<file path="config.mk">
export PLATFORM = sky130hd
export DESIGN_NAME = field_bcd_reader
export DESIGN_NICKNAME = d
export VERILOG_FILES = /design/src/rtl/detector_pkg.sv /design/src/rtl/bcd_mac10.sv /design/src/rtl/field_bcd_reader.sv
export SDC_FILE = /design/constraint.sdc
export NUM_CORES = 1
export LEC_CHECK = 0
export CORE_UTILIZATION = 50
export CTS_CLUSTER_SIZE = 30
export DETAILED_ROUTE_END_ITERATION = 12
export PLACE_DENSITY = 0.74
export SLEW_MARGIN = 20
export SYNTH_ARGS = -nofsm -noshare
export SYNTH_HDL_FRONTEND = slang
export SYNTH_SLANG_ARGS = --single-unit
</file>
<file path="constraint.sdc">
create_clock -name clk -period 5.4 [get_ports clk]
set_input_delay 0.54 -clock clk [delete_from_list [all_inputs] [get_ports clk]]
set_output_delay 0.54 -clock clk [all_outputs]
set_load 0.005 [all_outputs]
</file>
<file path="src/rtl/detector_pkg.sv">
// Shared field indices, sizing constants and reader state encoding for the
// keypad-entry to classifier path.
package detector_pkg;

  localparam int NUM_FIELDS = 7;
  localparam int DIGITS     = 4;
  localparam int VAL_W      = 14;

  localparam logic [2:0] FIELD_PREGNANCIES   = 3'd0;
  localparam logic [2:0] FIELD_GLUCOSE       = 3'd1;
  localparam logic [2:0] FIELD_BLOODPRESSURE = 3'd2;
  localparam logic [2:0] FIELD_SKINTHICKNESS = 3'd3;
  localparam logic [2:0] FIELD_INSULIN       = 3'd4;
  localparam logic [2:0] FIELD_BMI           = 3'd5;
  localparam logic [2:0] FIELD_AGE           = 3'd6;
  localparam logic [2:0] FIELD_OUTCOME       = 3'd7;

  typedef enum logic [1:0] {
    IDLE = 2'd0,
    CONV = 2'd1,
    EMIT = 2'd2,
    DONE = 2'd3
  } reader_state_e;

endpackage

</file>
<file path="src/rtl/bcd_mac10.sv">
// One MSD-first decimal step: res = acc*10 + d, combinational.
// Non-BCD digits (>9) are clamped to 9 and flagged on err.
module bcd_mac10
  import detector_pkg::*;
(
  input  logic [VAL_W-1:0] acc,
  input  logic [3:0]       bcd,
  output logic [VAL_W-1:0] res,
  output logic             err
);

  logic [3:0]       d;
  logic [VAL_W-1:0] acc10;

  always_comb begin
    err   = (bcd > 4'd9);
    d     = err ? 4'd9 : bcd;
    acc10 = (acc << 3) + (acc << 1);
    res   = acc10 + {{(VAL_W-4){1'b0}}, d};
  end

endmodule

</file>
<file path="src/rtl/field_bcd_reader.sv">
// Reads 7 BCD fields from the digit store, converts each in 4 cycles and emits
// (field, value) pairs; out_valid holds the pair until out_ready, stalling the sequence.
module field_bcd_reader
  import detector_pkg::*;
(
  input  logic             clk,
  input  logic             clear,
  input  logic             start,
  output logic [2:0]       rd_field,
  output logic [1:0]       rd_digit,
  input  logic [3:0]       rd_bcd,
  output logic             out_valid,
  input  logic             out_ready,
  output logic [2:0]       out_field,
  output logic [VAL_W-1:0] out_value,
  output logic             busy,
  output logic             done,
  output logic             bcd_err
);

  localparam logic [2:0] LAST_FIELD = 3'(NUM_FIELDS - 1);
  localparam logic [1:0] MSD        = 2'(DIGITS - 1);

  reader_state_e    state_q, state_d;
  logic [2:0]       field_q, field_d;
  logic [1:0]       digit_q, digit_d;
  logic [VAL_W-1:0] acc_q, acc_d;
  logic             out_valid_q, out_valid_d;
  logic [2:0]       out_field_q, out_field_d;
  logic [VAL_W-1:0] out_value_q, out_value_d;
  logic             bcd_err_q, bcd_err_d;

  logic [VAL_W-1:0] mac_res;
  logic             mac_err;

  bcd_mac10 u_mac (
    .acc (acc_q),
    .bcd (rd_bcd),
    .res (mac_res),
    .err (mac_err)
  );

  always_comb begin
    state_d     = state_q;
    field_d     = field_q;
    digit_d     = digit_q;
    acc_d       = acc_q;
    out_valid_d = out_valid_q;
    out_field_d = out_field_q;
    out_value_d = out_value_q;
    bcd_err_d   = bcd_err_q;

    case (state_q)
      IDLE: begin
        if (start) begin
          field_d   = 3'd0;
          digit_d   = MSD;
          acc_d     = '0;
          bcd_err_d = 1'b0;
          state_d   = CONV;
        end
      end
      CONV: begin
        if (mac_err) bcd_err_d = 1'b1;
        if (digit_q == 2'd0) begin
          out_value_d = mac_res;
          out_field_d = field_q;
          out_valid_d = 1'b1;
          acc_d       = '0;
          state_d     = EMIT;
        end else begin
          acc_d   = mac_res;
          digit_d = digit_q - 2'd1;
        end
      end
      EMIT: begin
        if (out_ready) begin
          out_valid_d = 1'b0;
          if (field_q == LAST_FIELD) begin
            state_d = DONE;
          end else begin
            // Next field's conversion starts on the handshake edge: no bubble.
            field_d = field_q + 3'd1;
            digit_d = MSD;
            acc_d   = '0;
            state_d = CONV;
          end
        end
      end
      DONE: state_d = IDLE;
      default: state_d = IDLE;
    endcase
  end

  always_ff @(posedge clk) begin
    if (clear) begin
      state_q     <= IDLE;
      field_q     <= 3'd0;
      digit_q     <= 2'd0;
      acc_q       <= '0;
      out_valid_q <= 1'b0;
      out_field_q <= 3'd0;
      out_value_q <= '0;
      bcd_err_q   <= 1'b0;
    end else begin
      state_q     <= state_d;
      field_q     <= field_d;
      digit_q     <= digit_d;
      acc_q       <= acc_d;
      out_valid_q <= out_valid_d;
      out_field_q <= out_field_d;
      out_value_q <= out_value_d;
      bcd_err_q   <= bcd_err_d;
    end
  end

  assign rd_field  = field_q;
  assign rd_digit  = digit_q;
  assign out_valid = out_valid_q;
  assign out_field = out_field_q;
  assign out_value = out_value_q;
  assign busy      = (state_q != IDLE);
  assign done      = (state_q == DONE);
  assign bcd_err   = bcd_err_q;

endmodule

</file>
==> report_table.html, run 1 <==
<table>
<tr><th>Metric</th><th>Value</th></tr>
<tr><th colspan="2">Timing</th></tr>
<tr><td>Max-slew violation total from the final report</td><td>0</td></tr>
<tr><td>RSZ-0062 raised after global routing</td><td>false</td></tr>
<tr><td>Worst Clk Skew</td><td>0.00595 ns</td></tr>
<tr><td>Final-layout setup total negative slack</td><td>0 ns</td></tr>
<tr><td>Worst setup margin</td><td>2.42 ns</td></tr>
<tr><td>Share of the clock period used by the worst path after layout</td><td>0.552</td></tr>
<tr><td>Max-slew headroom</td><td>0.403</td></tr>
<tr><td>Pin slew with the least headroom to its limit</td><td>0.893 ns</td></tr>
<tr><td>Final worst hold slack</td><td>0.455 ns</td></tr>
<tr><td>Final setup violation count</td><td>0</td></tr>
<tr><td>Highest clock frequency the design can meet</td><td>336 MHz</td></tr>
<tr><td>Hold violation total from the final report</td><td>0</td></tr>
<tr><td>Final min period</td><td>2.98 ns</td></tr>
<tr><th colspan="2">Global route</th></tr>
<tr><td>Largest net degree at the start of global routing</td><td>47</td></tr>
<tr><td>Overflow left after global routing</td><td>0</td></tr>
<tr><td>Vias in the first global route</td><td>1854</td></tr>
<tr><td>Global-route wire length before repair</td><td>8870 um</td></tr>
<tr><td>Antenna violations before repair</td><td>0</td></tr>
<tr><td>Global-route usage over all layers</td><td>0.228</td></tr>
<tr><th colspan="2">CTS</th></tr>
<tr><td>Clock Tree Buf Depth</td><td>2</td></tr>
<tr><td>Number of buffers created by CTS</td><td>5</td></tr>
<tr><td>Number of buffers inserted for hold repair after clock tree synthesis</td><td>0</td></tr>
<tr><td>Root Buffer Master</td><td>sky130_fd_sc_hd__clkbuf_8</td></tr>
<tr><td>PostCTS Resize Cnt</td><td>0</td></tr>
<tr><td>Post-CTS Setup Repair Bufs</td><td>0</td></tr>
<tr><td>Worst skew pair latency</td><td>0.30 ns</td></tr>
<tr><td>TritonCTS Sinks</td><td>39</td></tr>
<tr><td>TritonCTS clock tree</td><td>built</td></tr>
<tr><td>Number of H-tree levels</td><td>2</td></tr>
<tr><td>Clk slew on worst S/H paths</td><td>0.08 ns</td></tr>
<tr><th colspan="2">Pwr</th></tr>
<tr><td>Maximum vdd drop</td><td>0.188 mV</td></tr>
<tr><td>Leakage dissipation</td><td>1.18 nW</td></tr>
<tr><td>Pwr Density</td><td>260 mW/mm^2</td></tr>
<tr><td>Total design power</td><td>729 uW</td></tr>
<tr><th colspan="2">Route</th></tr>
<tr><td>Via/cell ratio</td><td>5.70</td></tr>
<tr><td>Routed vias</td><td>2052</td></tr>
<tr><td>Detailed Route Iter0 Violations</td><td>117</td></tr>
<tr><td>Routed Antenna Nets</td><td>0</td></tr>
<tr><td>Routed len/inst</td><td>14.6 um</td></tr>
<tr><td>Detailed-routing iteration count for the pre-antenna-repair pass</td><td>4</td></tr>
<tr><td>DR DRC count</td><td>0</td></tr>
<tr><td>Total wire length</td><td>5240 um</td></tr>
<tr><th colspan="2">Die</th></tr>
<tr><td>Floorplan die width</td><td>70.4 um</td></tr>
<tr><td>Die Outline Area</td><td>0.00495 mm^2</td></tr>
<tr><td>Vertical extent of the die</td><td>70.4 um</td></tr>
<tr><td>Number of placed I/O pins</td><td>34</td></tr>
<tr><td>Core region area</td><td>0.00441 mm^2</td></tr>
<tr><td>Cell Rows</td><td>24</td></tr>
<tr><td>Initial core utilization</td><td>0.530</td></tr>
<tr><th colspan="2">Worst setup path</th></tr>
<tr><td>Critical path arrival</td><td>3.15 ns</td></tr>
<tr><td>Cells along the critical path</td><td>clkdlybuf4s50_1, inv_1, fa_1, inv_1, fa_1, a21o_1, a221oi_2, nand3b_1, mux2i_1, a21oi_1</td></tr>
<tr><td>Type of element launching the critical path</td><td>primary input</td></tr>
<tr><td>Worst setup EP type</td><td>flip-flop</td></tr>
<tr><td>Launching point of the worst reg2reg path</td><td>acc_q[0]</td></tr>
<tr><td>Critical path class</td><td>primary input to flip-flop</td></tr>
<tr><td>CP max-delay cell</td><td>sky130_fd_sc_hd__clkdlybuf4s50_1</td></tr>
<tr><td>Worst reg-to-reg path cell count</td><td>9</td></tr>
<tr><td>Critical path required time</td><td>5.57 ns</td></tr>
<tr><td>Worst path max stage delay</td><td>0.51 ns</td></tr>
<tr><td>FF-to-FF End</td><td>acc_q[10]</td></tr>
<tr><td>Critical Path Fanout Max</td><td>4</td></tr>
<tr><td>Register-to-register path setup slack</td><td>2.76 ns</td></tr>
<tr><th colspan="2">Finish</th></tr>
<tr><td>Area of the multi-input gates</td><td>0.00144 mm^2</td></tr>
<tr><td>Area occupied by registers</td><td>781 um^2</td></tr>
<tr><td>Diode insertion count for antenna repair</td><td>0</td></tr>
<tr><td>Area grow syn2layout</td><td>19.9%</td></tr>
<tr><td>Non-filler cells in the finished layout</td><td>360</td></tr>
<tr><td>Final-stage net count</td><td>342</td></tr>
<tr><td>Share of cells above drive strength 1</td><td>0.0552</td></tr>
<tr><td>Fillcell total</td><td>397</td></tr>
<tr><th colspan="2">Placement</th></tr>
<tr><td>Total of buffers placed on input and output ports</td><td>33</td></tr>
<tr><td>Post-detailed-placement half-perimeter wirelength</td><td>3690 um</td></tr>
<tr><td>Placed insts</td><td>352</td></tr>
<tr><td>Worst slack after detailed placement</td><td>2.13 ns</td></tr>
<tr><td>Final weighted congestion in routability-driven placement</td><td>0.830</td></tr>
<tr><th colspan="2">Synthesis</th></tr>
<tr><td>EDFF count, synth</td><td>0</td></tr>
<tr><td>Yosys top cell area share</td><td>0.334</td></tr>
<tr><td>Sequential fraction of the synthesis area</td><td>0.334</td></tr>
<tr><td>Count of cell types in the netlist</td><td>49</td></tr>
<tr><td>Post-synth net total</td><td>317</td></tr>
<tr><td>Yosys top cell by area</td><td>sky130_fd_sc_hd__dfxtp_1</td></tr>
<tr><td>Average footprint of a synthesized cell</td><td>8.29 um^2</td></tr>
<tr><td>Cell types occupying the most area after synthesis</td><td>sky130_fd_sc_hd__dfxtp_1 (33%), sky130_fd_sc_hd__ha_1 (13%), sky130_fd_sc_hd__a21oi_1 (5.8%), sky130_fd_sc_hd__nor2_1 (5.0%), sky130_fd_sc_hd__nand2_1 (4.5%)</td></tr>
<tr><td>Number of standard cells after synthesis</td><td>282</td></tr>
<tr><td>Mapped Area</td><td>0.00234 mm^2</td></tr>
<tr><td>Seq cells post-synth</td><td>39</td></tr>
<tr><td>Post-synthesis async set-or-reset flop share</td><td>0</td></tr>
<tr><td>Primary FF master, synth</td><td>sky130_fd_sc_hd__dfxtp_1</td></tr>
<tr><td>Yosys Warn Count</td><td>0</td></tr>
<tr><th colspan="2">Worst hold path</th></tr>
<tr><td>Worst min path class</td><td>flip-flop to flip-flop</td></tr>
<tr><td>Hold path startpoint</td><td>out_field[0]</td></tr>
<tr><td>Hold-critical path endpoint</td><td>out_field[0]</td></tr>
<tr><td>Hold Crit Depth</td><td>2</td></tr>
<tr><th colspan="2">Job</th></tr>
<tr><td>Max-cap violation count</td><td>0</td></tr>
<tr><th colspan="2">Outcome</th></tr>
<tr><td>Outcome</td><td>completed</td></tr>
</table>
==> per-stage QoR <==
step | util | area, um^2
6_report | 0.635 | 2800
5_1_grt | 0.635 | 2800
4_1_cts | 0.635 | 2800
3_5_place_dp | 0.605 | 2670
3_3_place_gp | 0.605 | 2670
2_1_floorplan | - | 2340
==> cells by family (layout without fill, tap and decap cells) <==
group | Yosys count | count (layout) | share of synthesized area
simple gates | 104 | 104 | 0.212
mux | 4 | 4 | 0.0177
fa+ha+maj | 27 | 27 | 0.151
xor+xnor | 6 | 6 | 0.0225
compound gates | 74 | 74 | 0.212
buf+inv | 28 | 54 | 0.0508
flops | 39 | 39 | 0.334
==> power breakdown <==
part	leakage (nW)	internal, mW	switching (mW)
Clock	0.0654	0.185	0.105
Sequential	0.316	0.300	0.0141
Combinational	0.800	0.0539	0.0714
Total	1.18	0.538	0.191
==> flip-flops by register name (all words and copies together), names as in the netlist <==
register	cells
rd_field	3
out_field	3
out_valid	1
bcd_err	1
rd_digit	2
state_q	2
out_value	14
acc_q	13
==> cell type report <==
cell class,count,area share
Inverter,11,0.0147
Clock inverter,2,0.0214
Multi-Input combinational cell,215,0.513
Tap cell,52,0.0232
Timing Repair Buffer,35,0.123
Clock buffer,6,0.0259
Sequential cell,39,0.278
==> worst max-delay path by stage <==
stage / end / slack (ns) / startpoint
floorplan: acc_q[10] / 2.82 / rd_bcd[3]
global placement: acc_q[10] / 2.18 / rd_bcd[3]
detailed placement: acc_q[10] / 2.13 / rd_bcd[3]
CTS: acc_q[10] / 2.44 / rd_bcd[3]
global route: acc_q[10] / 2.26 / rd_bcd[3]
finish: acc_q[10] / 2.42 / rd_bcd[3]
==> synthesized netlist by cell type, types with 2 or more instances <==
library cell and n:
sky130_fd_sc_hd__xnor2_1 4, sky130_fd_sc_hd__a22oi_1 11, sky130_fd_sc_hd__a211oi_1 2, sky130_fd_sc_hd__nor2_1 31, sky130_fd_sc_hd__a31oi_1 2, sky130_fd_sc_hd__nand2_1 28, sky130_fd_sc_hd__o211ai_1 2, sky130_fd_sc_hd__xor2_1 2
sky130_fd_sc_hd__o21ai_1 4, sky130_fd_sc_hd__o311ai_1 2, sky130_fd_sc_hd__ha_1 25, sky130_fd_sc_hd__o22ai_1 2, sky130_fd_sc_hd__o21ai_0 6, sky130_fd_sc_hd__and2_1 2, sky130_fd_sc_hd__o21a_1 3, sky130_fd_sc_hd__nor2b_1 2
sky130_fd_sc_hd__fa_1 2, sky130_fd_sc_hd__nand3_1 4, sky130_fd_sc_hd__nand3b_1 6, sky130_fd_sc_hd__nand2b_1 4, sky130_fd_sc_hd__buf_2 8, sky130_fd_sc_hd__and3_1 4, sky130_fd_sc_hd__nor3_1 9, sky130_fd_sc_hd__dfxtp_1 39
sky130_fd_sc_hd__mux2i_1 3, sky130_fd_sc_hd__a21oi_1 27, sky130_fd_sc_hd__clkbuf_1 8, sky130_fd_sc_hd__or3_1 5, sky130_fd_sc_hd__inv_1 11, sky130_fd_sc_hd__a21o_1 3, sky130_fd_sc_hd__nand4_1 3
==> cells in the final DEF, fill, tap and decap left out, drive strengths merged, types with 3 or more instances in the layout <==
cell	netlist	final
a22oi	11	11
nor2	32	32
a31oi	3	3
nand3	4	4
or3	5	5
nor3	9	9
o21a	3	3
mux2i	3	3
nand2	29	29
inv	11	11
or2	3	3
clkbuf	8	6
a21oi	28	28
o21ai	10	10
a21o	3	3
nand2b	4	4
clkdlybuf4s50	0	33
nand4	3	3
nand3b	6	6
ha	25	25
and3	4	4
xnor2	4	4
dfxtp	39	39
==> per-layer routing <==
| metal | track usage | share of wire | wire length [um] |
|---|---|---|---|
| met4 | 0.0911 | 0.018 | 96 |
| met3 | 0.0390 | 0.031 | 164 |
| met1 | 0.308 | 0.49 | 2560 |
| met2 | 0.358 | 0.46 | 2420 |
| met5 | 0 | 0 | 0 |
==> critical path: cells and delay by family <==
family | cells | cell delay [ns]
AO/OA/AOI/OAI | 3 | 0.61
adder cells (fa/ha/maj) | 2 | 0.93
buffers and inverters | 3 | 0.65
multiplexers | 1 | 0.20
AND/OR/NAND/NOR | 1 | 0.21
Note: power is estimated with default switching activity, not from simulation.
==> run 2, diff against run 1 <==
--- a/config.mk
+++ b/config.mk
@@ -5,10 +5,10 @@
 export SDC_FILE = /design/constraint.sdc
 export NUM_CORES = 1
 export LEC_CHECK = 0
-export CORE_UTILIZATION = 50
+export CORE_UTILIZATION = 49
 export CTS_CLUSTER_SIZE = 30
 export DETAILED_ROUTE_END_ITERATION = 12
-export PLACE_DENSITY = 0.74
+export PLACE_DENSITY = 0.76
 export SLEW_MARGIN = 20
 export SYNTH_ARGS = -nofsm -noshare
 export SYNTH_HDL_FRONTEND = slang
==> constraint.sdc (replaced) <==
create_clock -name clk -period 2.6 [get_ports clk]
set_input_delay 0.26 -clock clk [delete_from_list [all_inputs] [get_ports clk]]
set_output_delay 0.26 -clock clk [all_outputs]
set_load 0.005 [all_outputs]
==> run 2 against run 1 <==
The run now ends with design-rule violations left; sequential power increased by 110%; final area increased by 4.7%; setup slack got worse by 2.3 ns; largest power group unchanged; highest routed layer unchanged.
==> report_table.html, run 2 (synthesized netlist as in run 1, its figures left out) <==
<table>
<tr><th>Metric</th><th>Value</th></tr>
<tr><th colspan="2">Finish</th></tr>
<tr><td>Final-stage net count</td><td>355 (+3.8%)</td></tr>
<tr><td>Diode insertion count for antenna repair</td><td>0 (unchanged)</td></tr>
<tr><td>Non-filler cells in the finished layout</td><td>373 (+3.6%)</td></tr>
<tr><td>Leading cell type in the layout, fill and taps excluded</td><td>sky130_fd_sc_hd__dfxtp_1</td></tr>
<tr><td>Share of the core filled with cells in the final layout</td><td>0.656 (+0.0211)</td></tr>
<tr><td>Share of cells above drive strength 1</td><td>0.121 (+0.0663)</td></tr>
<tr><td>Flip-flop count of the largest register, all copies and words added</td><td>14 (unchanged)</td></tr>
<tr><td>Area grow syn2layout</td><td>25.6%</td></tr>
<tr><td>Most used cells in the layout excluding fill and tap cells</td><td>sky130_fd_sc_hd__dfxtp_1 (37), sky130_fd_sc_hd__clkdlybuf4s50_1 (32), sky130_fd_sc_hd__nor2_1 (31)</td></tr>
<tr><th colspan="2">Worst setup path</th></tr>
<tr><td>Critical path class</td><td>primary input to flip-flop</td></tr>
<tr><td>Type of element launching the critical path</td><td>primary input</td></tr>
<tr><td>Worst setup EP type</td><td>flip-flop</td></tr>
<tr><td>Cells along the critical path</td><td>clkdlybuf4s50_1, nor2b_2, ha_1, ha_2, fa_2, a21o_1, a221oi_4, nand3b_1, mux2i_1, a21oi_1</td></tr>
<tr><td>Critical path required time</td><td>2.77 ns (-2.80 ns)</td></tr>
<tr><td>Critical path arrival</td><td>2.68 ns (-0.47 ns)</td></tr>
<tr><td>CP max-delay cell</td><td>sky130_fd_sc_hd__clkdlybuf4s50_1</td></tr>
<tr><td>Critical Path Fanout Max</td><td>3 (-1)</td></tr>
<tr><td>Worst path max stage delay</td><td>0.41 ns (-0.10 ns)</td></tr>
<tr><th colspan="2">Timing</th></tr>
<tr><td>Max-slew violation total from the final report</td><td>0 (unchanged)</td></tr>
<tr><td>Final setup violation count</td><td>0 (unchanged)</td></tr>
<tr><td>Hold violation total from the final report</td><td>0 (unchanged)</td></tr>
<tr><td>Highest clock frequency the design can meet</td><td>400 MHz</td></tr>
<tr><td>Final-layout setup total negative slack</td><td>0 ns (unchanged)</td></tr>
<tr><td>RSZ-0062 raised after global routing</td><td>false</td></tr>
<tr><td>Pin slew with the least headroom to its limit</td><td>0.702 ns (-0.191 ns)</td></tr>
<tr><td>Final min period</td><td>2.50 ns</td></tr>
<tr><td>Worst Clk Skew</td><td>0.00520 ns (-0.000751 ns)</td></tr>
<tr><td>Share of the clock period used by the worst path after layout</td><td>0.962</td></tr>
<tr><td>Max-slew headroom</td><td>0.530 (+0.127)</td></tr>
<tr><th colspan="2">Global route</th></tr>
<tr><td>Overflow left after global routing</td><td>0 (unchanged)</td></tr>
<tr><td>Largest net degree at the start of global routing</td><td>22 (-53%)</td></tr>
<tr><td>Vias in the first global route</td><td>1975 (+6.5%)</td></tr>
<tr><td>Global-route wire length before repair</td><td>9180 um (+3.5%)</td></tr>
<tr><td>Most Used Layer, Global Route</td><td>met2</td></tr>
<tr><td>Met1 usage in global routing</td><td>0.304 (-0.00373)</td></tr>
<tr><td>GR met3 Demand/Resource</td><td>0.0470 (+0.00805)</td></tr>
<tr><td>Fraction of met2 tracks used by global routing</td><td>0.387 (+0.0291)</td></tr>
<tr><td>Antenna violations before repair</td><td>0 (unchanged)</td></tr>
<tr><td>Global-route usage over all layers</td><td>0.231 (+0.00334)</td></tr>
<tr><th colspan="2">Die</th></tr>
<tr><td>Die Outline Area</td><td>0.00505 mm^2 (+2.0%)</td></tr>
<tr><td>Initial core utilization</td><td>0.523 (-0.00711)</td></tr>
<tr><td>Number of placed I/O pins</td><td>34 (unchanged)</td></tr>
<tr><td>Core region area</td><td>0.00447 mm^2 (+1.4%)</td></tr>
<tr><td>Cell Rows</td><td>24 (unchanged)</td></tr>
<tr><td>Vertical extent of the die</td><td>71.1 um (+0.98%)</td></tr>
<tr><td>Floorplan die width</td><td>71.1 um (+0.98%)</td></tr>
<tr><th colspan="2">CTS</th></tr>
<tr><td>Number of buffers created by CTS</td><td>5 (unchanged)</td></tr>
<tr><td>Clock Tree Buf Depth</td><td>2 (unchanged)</td></tr>
<tr><td>Number of H-tree levels</td><td>2 (unchanged)</td></tr>
<tr><td>TritonCTS Sinks</td><td>39 (unchanged)</td></tr>
<tr><td>Worst skew pair latency</td><td>0.29 ns (about the same)</td></tr>
<tr><td>Number of buffers inserted for hold repair after clock tree synthesis</td><td>0 (unchanged)</td></tr>
<tr><td>Clk slew on worst S/H paths</td><td>0.08 ns (about the same)</td></tr>
<tr><td>TritonCTS clock tree</td><td>built</td></tr>
<tr><td>Root Buffer Master</td><td>sky130_fd_sc_hd__clkbuf_8</td></tr>
<tr><th colspan="2">Pwr</th></tr>
<tr><td>Pwr Density</td><td>526 mW/mm^2 (+100%)</td></tr>
<tr><td>Leakage dissipation</td><td>1.24 nW (+4.9%)</td></tr>
<tr><td>Maximum vdd drop</td><td>0.470 mV (+150%)</td></tr>
<tr><th colspan="2">Route</th></tr>
<tr><td>Routed Antenna Nets</td><td>0 (unchanged)</td></tr>
<tr><td>Routed vias</td><td>2112 (+2.9%)</td></tr>
<tr><td>Routed len/inst</td><td>14.9 um (+2.1%)</td></tr>
<tr><td>Detailed-routing iteration count for the pre-antenna-repair pass</td><td>9 (+5)</td></tr>
<tr><td>Detailed Route Iter0 Violations</td><td>182 (+56%)</td></tr>
<tr><td>DR DRC count</td><td>3 (+3)</td></tr>
<tr><td>Via/cell ratio</td><td>5.66 (-0.66%)</td></tr>
<tr><td>Total wire length</td><td>5540 um (+5.7%)</td></tr>
<tr><th colspan="2">Placement</th></tr>
<tr><td>Placed insts</td><td>365 (+3.7%)</td></tr>
<tr><td>Final weighted congestion in routability-driven placement</td><td>0.886 (+6.7%)</td></tr>
<tr><td>Post-detailed-placement half-perimeter wirelength</td><td>4010 um (+8.9%)</td></tr>
<tr><td>Total of buffers placed on input and output ports</td><td>33 (unchanged)</td></tr>
<tr><th colspan="2">Outcome</th></tr>
<tr><td>Violated checks</td><td>design-rule violations</td></tr>
<tr><td>Outcome</td><td>finished with violations</td></tr>
<tr><th colspan="2">Job</th></tr>
<tr><td>Max-cap violation count</td><td>0 (unchanged)</td></tr>
<tr><th colspan="2">Worst hold path</th></tr>
<tr><td>Worst min path class</td><td>flip-flop to flip-flop</td></tr>
</table>
-- run 2: what timing repair did --
| item | 4_1_cts | 5_1_grt |
|---|---|---|
| pin swaps | 1 | 3 |
| cloned | 0 | 0 |
| setup endpoints to repair | 9 | 11 |
| buffers inserted | 0 | 0 |
| gates resized for setup | 5 | 7 |
-- run 2: final timing paths --
check | from | endpoint | slack [ns] | cells past startpoint
max | rd_bcd[2] | acc_q[10] | 0.1 | 10
max reg2reg | acc_q[2] | acc_q[7] | 0.13 | 10
min reg2reg | out_field[2] | out_field[2] | 0.46 | 2
min | out_field[2] | out_field[2] | 0.46 | 2
-- run 2: metrics by stage --
stage	area [um^2]	worst slack (ns)	power, mW	hold slack, ns
floorplan	2340	0.147	0.832	0.453
detailed placement	2770	-0.355	0.953	0.450
CTS	2920	0.0163	1.55	0.464
finish	2940	0.0982	1.55	0.460
global route	2940	0.0124	1.63	0.482
global placement	2770	-0.328	0.947	0.448
-- run 2: layer usage --
metal | vias up | wire (um)
met1 | 968 | 2620
li1 | 1074 | -
met5 | - | 0
met4 | 0 | 65
met3 | 9 | 277
met2 | 61 | 2580
-- run 2: power by group --
part	internal (mW)	switching [mW]	total (mW)
combinational	0.134	0.162	0.295
clock	0.384	0.214	0.598
sequential	0.623	0.0292	0.652
total	1.14	0.405	1.55
-- run 2: cell type report --
type | count | area [um^2]
Fill cell | 375 | 1540
Inverter | 11 | 41.3
Tap cell | 52 | 65.1
Clock buffer | 6 | 72.6
Sequential cell | 39 | 783
Clock inverter | 2 | 60.1
Timing Repair Buffer | 48 | 445
Multi-Input combinational cell | 215 | 1470
-- run 2: worst max-delay path: cells and delay by family --
family          cells  cell delay (ns)
mux                 1             0.19
fa+ha+maj           3             0.83
buf+inv             1             0.41
compound gates      3             0.61
simple gates        2             0.36
==> run 3, diff against run 2 <==
--- a/config.mk
+++ b/config.mk
@@ -6,10 +6,13 @@
 export NUM_CORES = 1
 export LEC_CHECK = 0
 export CORE_UTILIZATION = 49
+export CTS_CLUSTER_DIAMETER = 120
 export CTS_CLUSTER_SIZE = 30
 export DETAILED_ROUTE_END_ITERATION = 12
 export PLACE_DENSITY = 0.76
+export RECOVER_POWER = 25
 export SLEW_MARGIN = 20
 export SYNTH_ARGS = -nofsm -noshare
 export SYNTH_HDL_FRONTEND = slang
+export SYNTH_HIERARCHICAL = 1
 export SYNTH_SLANG_ARGS = --single-unit
==> run 3 against run 2 <==
The run now ends clean; final area is 4.4% lower; non-clock buffer count is 6 lower; combinational power is 28% lower; cell count is 9.7% lower; routed wire length is 12% lower; critical path depth is 1 higher; synthesized cell count is 13% lower; setup slack worse by 0.036 ns; total power is 20% lower; clock power is 36% lower; largest power group unchanged; highest routed layer unchanged.
==> report_table.html, run 3 <==
<table>
<tr><th>Metric</th><th>Value</th></tr>
<tr><th colspan="2">Worst hold path</th></tr>
<tr><td>Worst min path class</td><td>flip-flop to flip-flop</td></tr>
<tr><th colspan="2">Worst setup path</th></tr>
<tr><td>Critical path class</td><td>flip-flop to flip-flop</td></tr>
<tr><td>Critical path arrival</td><td>2.76 ns (+0.08 ns)</td></tr>
<tr><td>Worst setup EP type</td><td>flip-flop</td></tr>
<tr><td>Critical Path Fanout Max</td><td>3 (unchanged)</td></tr>
<tr><td>Type of element launching the critical path</td><td>flip-flop</td></tr>
<tr><td>Critical path required time</td><td>2.82 ns (+0.05 ns)</td></tr>
<tr><th colspan="2">Placement</th></tr>
<tr><td>Final weighted congestion in routability-driven placement</td><td>0.858 (-3.1%)</td></tr>
<tr><td>Total of buffers placed on input and output ports</td><td>33 (unchanged)</td></tr>
<tr><td>Post-detailed-placement half-perimeter wirelength</td><td>3360 um (-16%)</td></tr>
<tr><td>Placed insts</td><td>326 (-11%)</td></tr>
<tr><th colspan="2">Die</th></tr>
<tr><td>Number of placed I/O pins</td><td>34 (unchanged)</td></tr>
<tr><td>Initial core utilization</td><td>0.511 (-0.0118)</td></tr>
<tr><td>Core region area</td><td>0.00438 mm^2 (-2.0%)</td></tr>
<tr><td>Floorplan die width</td><td>69.6 um (-2.1%)</td></tr>
<tr><td>Die Outline Area</td><td>0.00484 mm^2 (-4.1%)</td></tr>
<tr><td>Cell Rows</td><td>24 (unchanged)</td></tr>
<tr><td>Vertical extent of the die</td><td>69.6 um (-2.1%)</td></tr>
<tr><th colspan="2">Route</th></tr>
<tr><td>Routed len/inst</td><td>14.4 um (-3.1%)</td></tr>
<tr><td>Routed vias</td><td>1894 (-10%)</td></tr>
<tr><td>Via/cell ratio</td><td>5.62 (-0.74%)</td></tr>
<tr><td>Routed Antenna Nets</td><td>0 (unchanged)</td></tr>
<tr><td>DR DRC count</td><td>0 (-3)</td></tr>
<tr><td>Detailed-routing iteration count for the pre-antenna-repair pass</td><td>4 (-5)</td></tr>
<tr><td>Detailed Route Iter0 Violations</td><td>90 (-51%)</td></tr>
<tr><td>Total wire length</td><td>4850 um (-12%)</td></tr>
<tr><th colspan="2">Timing</th></tr>
<tr><td>Pin slew with the least headroom to its limit</td><td>0.714 ns (+0.0113 ns)</td></tr>
<tr><td>Final setup violation count</td><td>0 (unchanged)</td></tr>
<tr><td>Max-slew violation total from the final report</td><td>0 (unchanged)</td></tr>
<tr><td>Worst Clk Skew</td><td>0.00620 ns (+0.00100 ns)</td></tr>
<tr><td>Highest clock frequency the design can meet</td><td>394 MHz (-1.4%)</td></tr>
<tr><td>Max-slew headroom</td><td>0.524 (-0.00609)</td></tr>
<tr><td>RSZ-0062 raised after global routing</td><td>true</td></tr>
<tr><td>Share of the clock period used by the worst path after layout</td><td>0.976 (+0.0140)</td></tr>
<tr><td>Hold violation total from the final report</td><td>0 (unchanged)</td></tr>
<tr><td>Final-layout setup total negative slack</td><td>0 ns (unchanged)</td></tr>
<tr><td>Final min period</td><td>2.54 ns (+0.0364 ns)</td></tr>
<tr><th colspan="2">Pwr</th></tr>
<tr><td>Leakage dissipation</td><td>1.18 nW (-4.4%)</td></tr>
<tr><td>Maximum vdd drop</td><td>0.408 mV (-13%)</td></tr>
<tr><td>Pwr Density</td><td>440 mW/mm^2 (-16%)</td></tr>
<tr><th colspan="2">CTS</th></tr>
<tr><td>TritonCTS clock tree</td><td>built</td></tr>
<tr><td>Number of buffers inserted for hold repair after clock tree synthesis</td><td>0 (unchanged)</td></tr>
<tr><td>Clk slew on worst S/H paths</td><td>0.07 ns (about the same)</td></tr>
<tr><td>Worst skew pair latency</td><td>0.28 ns (about the same)</td></tr>
<tr><td>Number of H-tree levels</td><td>2 (unchanged)</td></tr>
<tr><td>TritonCTS Sinks</td><td>39 (unchanged)</td></tr>
<tr><td>Clock Tree Buf Depth</td><td>2 (unchanged)</td></tr>
<tr><td>Number of buffers created by CTS</td><td>5 (unchanged)</td></tr>
<tr><td>Root Buffer Master</td><td>sky130_fd_sc_hd__clkbuf_8</td></tr>
<tr><th colspan="2">Synthesis</th></tr>
<tr><td>Mapped Area</td><td>0.00224 mm^2 (-4.2%)</td></tr>
<tr><td>Number of standard cells after synthesis</td><td>246 (-13%)</td></tr>
<tr><td>Yosys Warn Count</td><td>6 (+6)</td></tr>
<tr><td>Average footprint of a synthesized cell</td><td>9.10 um^2 (+9.8%)</td></tr>
<tr><td>Post-synth net total</td><td>281 (-11%)</td></tr>
<tr><th colspan="2">Job</th></tr>
<tr><td>Max-cap violation count</td><td>0 (unchanged)</td></tr>
<tr><th colspan="2">Finish</th></tr>
<tr><td>Share of cells above drive strength 1</td><td>0.168 (+0.0469)</td></tr>
<tr><td>Leading cell type in the layout, fill and taps excluded</td><td>sky130_fd_sc_hd__nand2_1</td></tr>
<tr><td>Final-stage net count</td><td>319 (-10%)</td></tr>
<tr><td>Flip-flop count of the largest register, all copies and words added</td><td>14 (unchanged)</td></tr>
<tr><td>Most used cells in the layout excluding fill and tap cells</td><td>sky130_fd_sc_hd__nand2_1 (41), sky130_fd_sc_hd__dfxtp_1 (37), sky130_fd_sc_hd__a21oi_1 (28)</td></tr>
<tr><td>Non-filler cells in the finished layout</td><td>337 (-9.7%)</td></tr>
<tr><td>Diode insertion count for antenna repair</td><td>0 (unchanged)</td></tr>
<tr><td>Fillcell total</td><td>373 (-0.53%)</td></tr>
<tr><td>Area grow syn2layout</td><td>25.4%</td></tr>
<tr><th colspan="2">Global route</th></tr>
<tr><td>Largest net degree at the start of global routing</td><td>20 (-9.1%)</td></tr>
<tr><td>Overflow left after global routing</td><td>0 (unchanged)</td></tr>
<tr><td>Global-route usage over all layers</td><td>0.211 (-0.0203)</td></tr>
<tr><td>Global-route wire length before repair</td><td>8220 um (-10%)</td></tr>
<tr><td>Antenna violations before repair</td><td>0 (unchanged)</td></tr>
<tr><td>Vias in the first global route</td><td>1862 (-5.7%)</td></tr>
<tr><th colspan="2">Outcome</th></tr>
<tr><td>Outcome</td><td>completed</td></tr>
</table>
==> run 3: changes by cell type in the layout (fill, tap and decap cells not counted), sizes merged, moves of 4 or more <==
cell and change:
a21oi +4, a22o +13, a22oi -10, buf -6
clkdlybuf4s50 -9, dlygate4sd3 +8, nand2 +13, nand3b -6
nor2 -18, nor2b +4, nor3 -7, o21ai -4
or3 -4, xnor2 +5
==> run 3: routing by layer <==
metal	global-route usage	wire length, um	part of all wire	vias up
met5	0	0	0	-
met4	0.0454	30	0.0062	0
met3	0.0349	203	0.042	4
met2	0.391	2480	0.51	47
met1	0.253	2140	0.44	907
li1	-	-	-	936
==> run 3: per-stage QoR <==
stage	setup slack [ns]	util	hold slack, ns	power [mW]	cell area [um^2]
after floorplan	0.0178	-	0.453	0.787	2250
after global placement	-0.436	0.596	0.443	0.853	2610
after detailed placement	-0.480	0.596	0.446	0.857	2610
after CTS	-0.0291	0.631	0.456	1.24	2770
after global routing	-0.0703	0.640	0.475	1.29	2810
final	0.0618	0.640	0.452	1.24	2810
==> run 3: final cells by class <==
class	instances	area [um^2]	share of cell area
well taps	52	65.1	0.0232
repair buffers	42	395	0.141
flip-flops and latches	39	783	0.279
clock inverters	1	5.00	0.00178
multi-input cells	188	1450	0.517
inverters	8	30.0	0.0107
clock buffers	7	76.3	0.0272
==> run 3: path summary, 6_finish.rpt <==
kind / start / end / slack, ns / cells after the start
hold / removal: out_value[12] / out_value[12] / 0.45 / 2
setup reg to reg: acc_q[0] / out_value[13] / 0.06 / 11
hold reg to reg: out_value[12] / out_value[12] / 0.45 / 2
setup / recovery: acc_q[0] / out_value[13] / 0.06 / 11
==> run 3: critical path: stages, from the launching register on <==
cell	delay [ns]
sky130_fd_sc_hd__dfxtp_2	0.34
sky130_fd_sc_hd__inv_2	0.04
sky130_fd_sc_hd__fa_1	0.54
sky130_fd_sc_hd__inv_2	0.06
sky130_fd_sc_hd__ha_4	0.20
sky130_fd_sc_hd__a21o_1	0.19
sky130_fd_sc_hd__a2111oi_4	0.35
sky130_fd_sc_hd__a21oi_2	0.16
sky130_fd_sc_hd__a41oi_2	0.23
sky130_fd_sc_hd__xnor2_1	0.14
sky130_fd_sc_hd__nand2_1	0.08
sky130_fd_sc_hd__a21oi_2	0.15
==> run 3: report_power, final <==
part | leakage [nW] | switching, mW | internal [mW] | total, mW
Combinational | 0.826 | 0.115 | 0.0976 | 0.212
Sequential | 0.317 | 0.0251 | 0.618 | 0.643
Clock | 0.0422 | 0.193 | 0.188 | 0.381
Total | 1.18 | 0.332 | 0.904 | 1.24
==> run 3: repair_timing <==
| item | in CTS | in global routing |
|---|---|---|
| endpoints found under the setup margin | 9 | 11 |
| gates resized for setup | 15 | 7 |
| pin swaps | 16 | 17 |
| setup buffers | 3 | 0 |
